`config.mk`:
```
export PLATFORM = sky130hd
export DESIGN_NAME = red_iterativa_secuencial
export DESIGN_NICKNAME = d
export VERILOG_FILES = /design/src/rtl/red_iterativa_pkg.sv /design/src/rtl/celda_cmp_k.sv /design/src/rtl/red_iterativa_secuencial.sv
export SDC_FILE = /design/constraint.sdc
export NUM_CORES = 1
export LEC_CHECK = 0
export BUFFER_PORTS_ARGS = -buffer_cell sky130_fd_sc_hd__buf_4
export CAP_MARGIN = 10
export CORE_AREA = 10 10 60 62
export DETAILED_ROUTE_END_ITERATION = 8
export DIE_AREA = 0 0 70 72
export PLACE_DENSITY = 0.73
export SYNTH_ARGS = -nofsm -noshare
export SYNTH_HDL_FRONTEND = slang
export SYNTH_SLANG_ARGS = --single-unit
```
`constraint.sdc`:
```
create_clock -name clk -period 1.5 [get_ports clk]
set_input_delay 0.075 -clock clk [delete_from_list [all_inputs] [get_ports clk]]
set_output_delay 0.075 -clock clk [all_outputs]
set_load 0.03 [all_outputs]
```
`src/rtl/red_iterativa_pkg.sv`:
```
// Shared types for the sequential iterative comparator: mode codes, FSM states
// and the mode-to-result selection used when a compare completes.
package red_iterativa_pkg;

  localparam logic [1:0] MODE_LE = 2'b00;
  localparam logic [1:0] MODE_LT = 2'b01;
  localparam logic [1:0] MODE_EQ = 2'b10;
  localparam logic [1:0] MODE_GE = 2'b11;

  typedef enum logic [1:0] {
    IDLE = 2'd0,
    RUN  = 2'd1,
    DONE = 2'd2
  } state_t;

  function automatic logic mode_result(input logic [1:0] m, input logic g,
                                       input logic e, input logic l);
    logic z;
    z = 1'b0;
    case (m)
      MODE_LE: z = l | e;
      MODE_LT: z = l;
      MODE_EQ: z = e;
      MODE_GE: z = g | e;
      default: z = 1'b0;
    endcase
    return z;
  endfunction

endpackage

```
`src/rtl/celda_cmp_k.sv`:
```
// K-bit comparison cell: the single-bit iterative cell chained K times, MSB first.
// Purely combinational; once e drops, g/l are frozen for the rest of the slice.
module celda_cmp_k #(
  parameter int unsigned K = 1
) (
  input  logic [K-1:0] a_slice,
  input  logic [K-1:0] b_slice,
  input  logic         e_in,
  input  logic         g_in,
  input  logic         l_in,
  output logic         e_out,
  output logic         g_out,
  output logic         l_out
);

  always_comb begin
    e_out = e_in;
    g_out = g_in;
    l_out = l_in;
    for (int i = K - 1; i >= 0; i--) begin
      // g/l update must see e before this bit clears it
      g_out = g_out | (e_out & a_slice[i] & ~b_slice[i]);
      l_out = l_out | (e_out & ~a_slice[i] & b_slice[i]);
      e_out = e_out & ~(a_slice[i] ^ b_slice[i]);
    end
  end

endmodule

```
`src/rtl/red_iterativa_secuencial.sv`:
```
// Sequential MSB-first comparator: scans K bits per clock; done after N/K RUN cycles
// (or at the first differing slice with EARLY_EXIT); start is ignored while busy.
module red_iterativa_secuencial
  import red_iterativa_pkg::*;
#(
  parameter int unsigned N          = 4,
  parameter int unsigned K          = 1,
  parameter bit          EARLY_EXIT = 1'b0
) (
  input  logic         clk,
  input  logic         rst_n,
  input  logic         start,
  input  logic [1:0]   mode,
  input  logic [N-1:0] A,
  input  logic [N-1:0] B,
  output logic         busy,
  output logic         done,
  output logic         Zout,
  output logic         gt,
  output logic         eq,
  output logic         lt
);

  localparam int unsigned STEPS = N / K;
  localparam int unsigned CW    = (STEPS > 1) ? $clog2(STEPS) : 1;
  localparam logic [CW-1:0] LAST = CW'(STEPS - 1);

  generate
    if (N < 1 || K < 1 || (N % K) != 0) begin : g_bad_param
      $error("red_iterativa_secuencial: N must be >= 1 and a multiple of K");
    end
  endgenerate

  state_t        state_q, state_d;
  logic [CW-1:0] cnt_q;
  logic [N-1:0]  sa_q, sb_q;
  logic [1:0]    mode_q;
  logic          e_q, g_q, l_q;
  logic          e_n, g_n, l_n;
  logic          load, step, finish;

  celda_cmp_k #(.K(K)) u_celda (
    .a_slice (sa_q[N-1 -: K]),
    .b_slice (sb_q[N-1 -: K]),
    .e_in    (e_q),
    .g_in    (g_q),
    .l_in    (l_q),
    .e_out   (e_n),
    .g_out   (g_n),
    .l_out   (l_n)
  );

  always_ff @(posedge clk or negedge rst_n) begin
    if (!rst_n) state_q <= IDLE;
    else        state_q <= state_d;
  end

  always_comb begin
    state_d = state_q;
    load    = 1'b0;
    step    = 1'b0;
    finish  = 1'b0;
    busy    = 1'b0;
    done    = 1'b0;
    case (state_q)
      IDLE: begin
        if (start) begin
          load    = 1'b1;
          state_d = RUN;
        end
      end
      RUN: begin
        busy = 1'b1;
        step = 1'b1;
        // early exit fires only on the edge where e first drops
        if (cnt_q == LAST || (EARLY_EXIT && e_q && !e_n)) begin
          finish  = 1'b1;
          state_d = DONE;
        end
      end
      DONE: begin
        busy    = 1'b1;
        done    = 1'b1;
        state_d = IDLE;
      end
      default: state_d = IDLE;
    endcase
  end

  always_ff @(posedge clk or negedge rst_n) begin
    if (!rst_n) begin
      cnt_q  <= '0;
      sa_q   <= '0;
      sb_q   <= '0;
      mode_q <= MODE_LE;
      e_q    <= 1'b1;
      g_q    <= 1'b0;
      l_q    <= 1'b0;
    end else if (load) begin
      cnt_q  <= '0;
      sa_q   <= A;
      sb_q   <= B;
      mode_q <= mode;
      e_q    <= 1'b1;
      g_q    <= 1'b0;
      l_q    <= 1'b0;
    end else if (step) begin
      cnt_q <= cnt_q + CW'(1);
      sa_q  <= sa_q << K;
      sb_q  <= sb_q << K;
      e_q   <= e_n;
      g_q   <= g_n;
      l_q   <= l_n;
    end
  end

  // Results load straight from the cell so they appear together with done
  always_ff @(posedge clk or negedge rst_n) begin
    if (!rst_n) begin
      gt   <= 1'b0;
      eq   <= 1'b1;
      lt   <= 1'b0;
      Zout <= 1'b0;
    end else if (finish) begin
      gt   <= g_n;
      eq   <= e_n;
      lt   <= l_n;
      Zout <= mode_result(mode_q, g_n, e_n, l_n);
    end
  end

endmodule

```
==> flow_summary.toml <==
[power]
total_switching_power_w = 0.00117
sw_frac_of_total_pct = 42.6
cellLeakagePower_nw = 0.674
seq_power_share_pct = 38.3
pwr-share-comb_pct = 51.3
power.density_cell_area_nw_per_um2 = 1970
pwr-share-clk_pct = 10.5
vdd_ir_drop_max_uv = 1090
intPower_w = 0.00158

[sta]
final_max_slew_viol_count = 0
finalWorstSetupSlack_ps = 121
finalSetupTns_ps = 0
min_period_over_period_pct = 92.0
final.min_clock_period_ps = 1380
setup_viol = 0
worstMarginPinSlew_ps = 314
clock.fmax_ghz = 0.725
grt_setup_unrepaired = "no"
finalHoldViolations = 0
clock_skew_ps = 2.07
maxSlewHeadroom_pct = 78.9

[worst_setup_path]
critical-path-max-stage-delay_ps = 410
critical-path-top-delay-family = "compound AO/OA/AOI/OAI gates"
critical_path_arrival_ps = 1590
worstPathRequired_ps = 1710
worst-path-buf-inv = 1
cp_slowest_cell = "sky130_fd_sc_hd__dfrtp_1"
crit_fanout = 4
timing_worst_setup_path_type = "register to register"
path_cells = "inv_2 -> ha_2 -> nand2_1 -> a311o_1 -> a21oi_1 -> nor3_1"
timing.critical_path.from_type = "register"
worstSetupEndpointType = "register"

[final_layout]
layout_commonest_cell = "sky130_fd_sc_hd__buf_4"
finish.net_count = 162
antenna-diode-count = 0
layoutNonFillerInstCount = 170
final_layout_size_suffix_gt1_share_pct = 23.6
area_growth_syn_to_layout_pct = 31.4
final_cell_mix = "21 x sky130_fd_sc_hd__buf_4, 20 x sky130_fd_sc_hd__nand2_1, 19 x sky130_fd_sc_hd__dfrtp_1"

[placed_design]
hpwlAfterDp_mm = 1.63
globalplace.congestion = 0.820
place.port_buffers = 18
pre_cts_slack_ps = 96.7
dpl.cell_count = 155

[logic_synthesis]
synth.avg_cell_area_um2 = 9.84
post_synth_num_cell_types = 24
synth.yosys.warnings = 0
synth.area.top_cells = "sky130_fd_sc_hd__dfrtp_1 45%, sky130_fd_sc_hd__ha_1 9.4%, sky130_fd_sc_hd__mux2i_1 7.5%"
proportion_of_netlist_area_held_by_the_largest_area_contributor_pct = 44.8
synth_largest_area_cell = "sky130_fd_sc_hd__dfrtp_1"
ys_seq_elements = 21
sequential_fraction_of_the_synthesis_area_pct = 49.7
netlist_area_um2 = 1060
syn-num-nets = 129
synthesis.instances = 108

[route]
drc = 0
route.detailed.wl_per_inst_um = 13.7
drt_iter0_markers = 48
drt_first_pass_iters = 4
wire_length_after_detailed_routing_mm = 2.32
vias = 858
route.antenna.remaining_nets = 0
drt-vias-per-instance = 5.05

[floorplanning]
die_h_um = 72
die_x_um = 70
row_count = 18
effective_utilization_at_floorplan_pct = 43.7
design.portCount = 19
design.die.area_um2 = 5040
design.core.area_um2 = 2430

[cts]
clkLatencyLatePin_ps = 310
clock_transition_at_the_register_clock_pins_on_the_worst_setup_and_hold_paths_after_cts_ps = 130
htree_levels = 1
tritoncts.num_buffers = 3
tritoncts = "done"
clock_sinks = 21
cts_buffer_depth = 2
ctsRootBufferMaster = "sky130_fd_sc_hd__clkbuf_4"

[job]
max-cap-violations = 0

[global_routing]
grt_first_pass_wirelength_mm = 4.17
vias_in_the_first_global_route = 900
grt_antenna_before_repair = 0
global_route.overflow_total = 0
global_route.usage.total_pct = 9.84
grt_max_degree = 23

[outcome]
status = "finished, final reports clean"

[worst_hold_path]
min_path_type = "primary input to register"
[area by class of cell]
type | count | area, um2
fillers | 215 | 1040
flip-flops and latches | 21 | 528
multi-input cells | 76 | 493
repair buffers | 33 | 288
well taps | 30 | 37.5
clock buffers | 3 | 22.5
inverters | 6 | 22.5
clock inverters | 1 | 5.00
[stage by stage]
stage | hold WS, ps | power [W] | utilization (%) | instance area (um2)
3_3_place_gp | -29.5 | 0.00237 | 51.6 | 1260
4_1_cts | 45.7 | 0.00275 | 57.3 | 1390
2_1_floorplan | -221 | 0.00200 | - | 1060
3_5_place_dp | -22.7 | 0.00244 | 51.6 | 1260
6_report | 46.2 | 0.00275 | 57.4 | 1400
5_1_grt | 74.3 | 0.00299 | 57.4 | 1400
[power by group through the flow]
stage               clock (W)  sequential (W)  combinational (W)
floorplan                   0         0.00108           0.000916
global placement            0         0.00104            0.00133
detailed placement          0         0.00106            0.00138
CTS                  0.000293         0.00105            0.00141
global route         0.000315         0.00110            0.00158
finish               0.000288         0.00105            0.00141
[tightest hold or removal path: cells and delay by family]
kind                   cells  cell delay (ps)
buffers and inverters      1               90
and+or+nand+nor            2              170
[timing repair]
action | CTS | global route
endpoints found under the setup margin | 0 | 1
resized for setup | 0 | 2
buffers inserted | 0 | 0
endpoints found under the hold margin | 31 | 0
hold buffers | 11 | 0
[sequential cells by signal (all words and copies together), names as in the netlist]
name     flops
state_q      2
eq           1
lt           1
gt           1
cnt_q        2
mode_q       2
l_q          1
g_q          1
Zout         1
sa_q         4
e_q          1
sb_q         4
[path summary, 6_finish.rpt]
kind / endpoint / depth (start not counted) / slack, ps / start
setup / recovery: Zout$_DFFE_PN0P_ / 6 / 120 / state_q[1]$_DFFE_PN0P_
hold / removal: e_q$_DFFE_PN1P_ / 3 / 50 / start
setup reg to reg: Zout$_DFFE_PN0P_ / 6 / 120 / state_q[1]$_DFFE_PN0P_
hold reg to reg: gt$_DFFE_PN0P_ / 2 / 500 / gt$_DFFE_PN0P_
max in group asynchronous: e_q$_DFFE_PN1P_ / 2 / 1060 / rst_n
min in group asynchronous: state_q[0]$_DFFE_PN0P_ / 2 / 160 / rst_n
[cell usage after synthesis]
cell                       count
sky130_fd_sc_hd__nand4_1       1
sky130_fd_sc_hd__inv_1         6
sky130_fd_sc_hd__a31oi_1       3
sky130_fd_sc_hd__nor2_1        5
sky130_fd_sc_hd__dfstp_2       2
sky130_fd_sc_hd__nand3b_1      1
sky130_fd_sc_hd__o21a_1        1
sky130_fd_sc_hd__nor2b_1       1
sky130_fd_sc_hd__a21o_1        1
sky130_fd_sc_hd__mux2_2        1
sky130_fd_sc_hd__nand2_1      20
sky130_fd_sc_hd__a21oi_1       4
sky130_fd_sc_hd__nor3_1        1
sky130_fd_sc_hd__xnor2_1       2
sky130_fd_sc_hd__and2_1        1
sky130_fd_sc_hd__and2b_2       2
sky130_fd_sc_hd__clkbuf_1      3
sky130_fd_sc_hd__a311o_1       1
sky130_fd_sc_hd__o21ai_0      13
sky130_fd_sc_hd__ha_1          8
sky130_fd_sc_hd__mux2i_1       8
sky130_fd_sc_hd__dfrtp_1      19
sky130_fd_sc_hd__nand3_1       2
sky130_fd_sc_hd__buf_2         2
[cells by family after synthesis]
kind of cell	synth area share (%)
simple gates	14.4
compound gates	12.1
flops	49.7
buf+inv	4.12
mux	8.60
fa+ha+maj	9.42
xor+xnor	1.65
[metal layers]
layer / GRT usage, % / routed length [um]
met1: 12.1 / 1050
met2: 16.1 / 1120
met3: 2.45 / 129
met4: 3.95 / 29
met5: 0 / 0
Note: power is estimated with default switching activity, not from simulation.
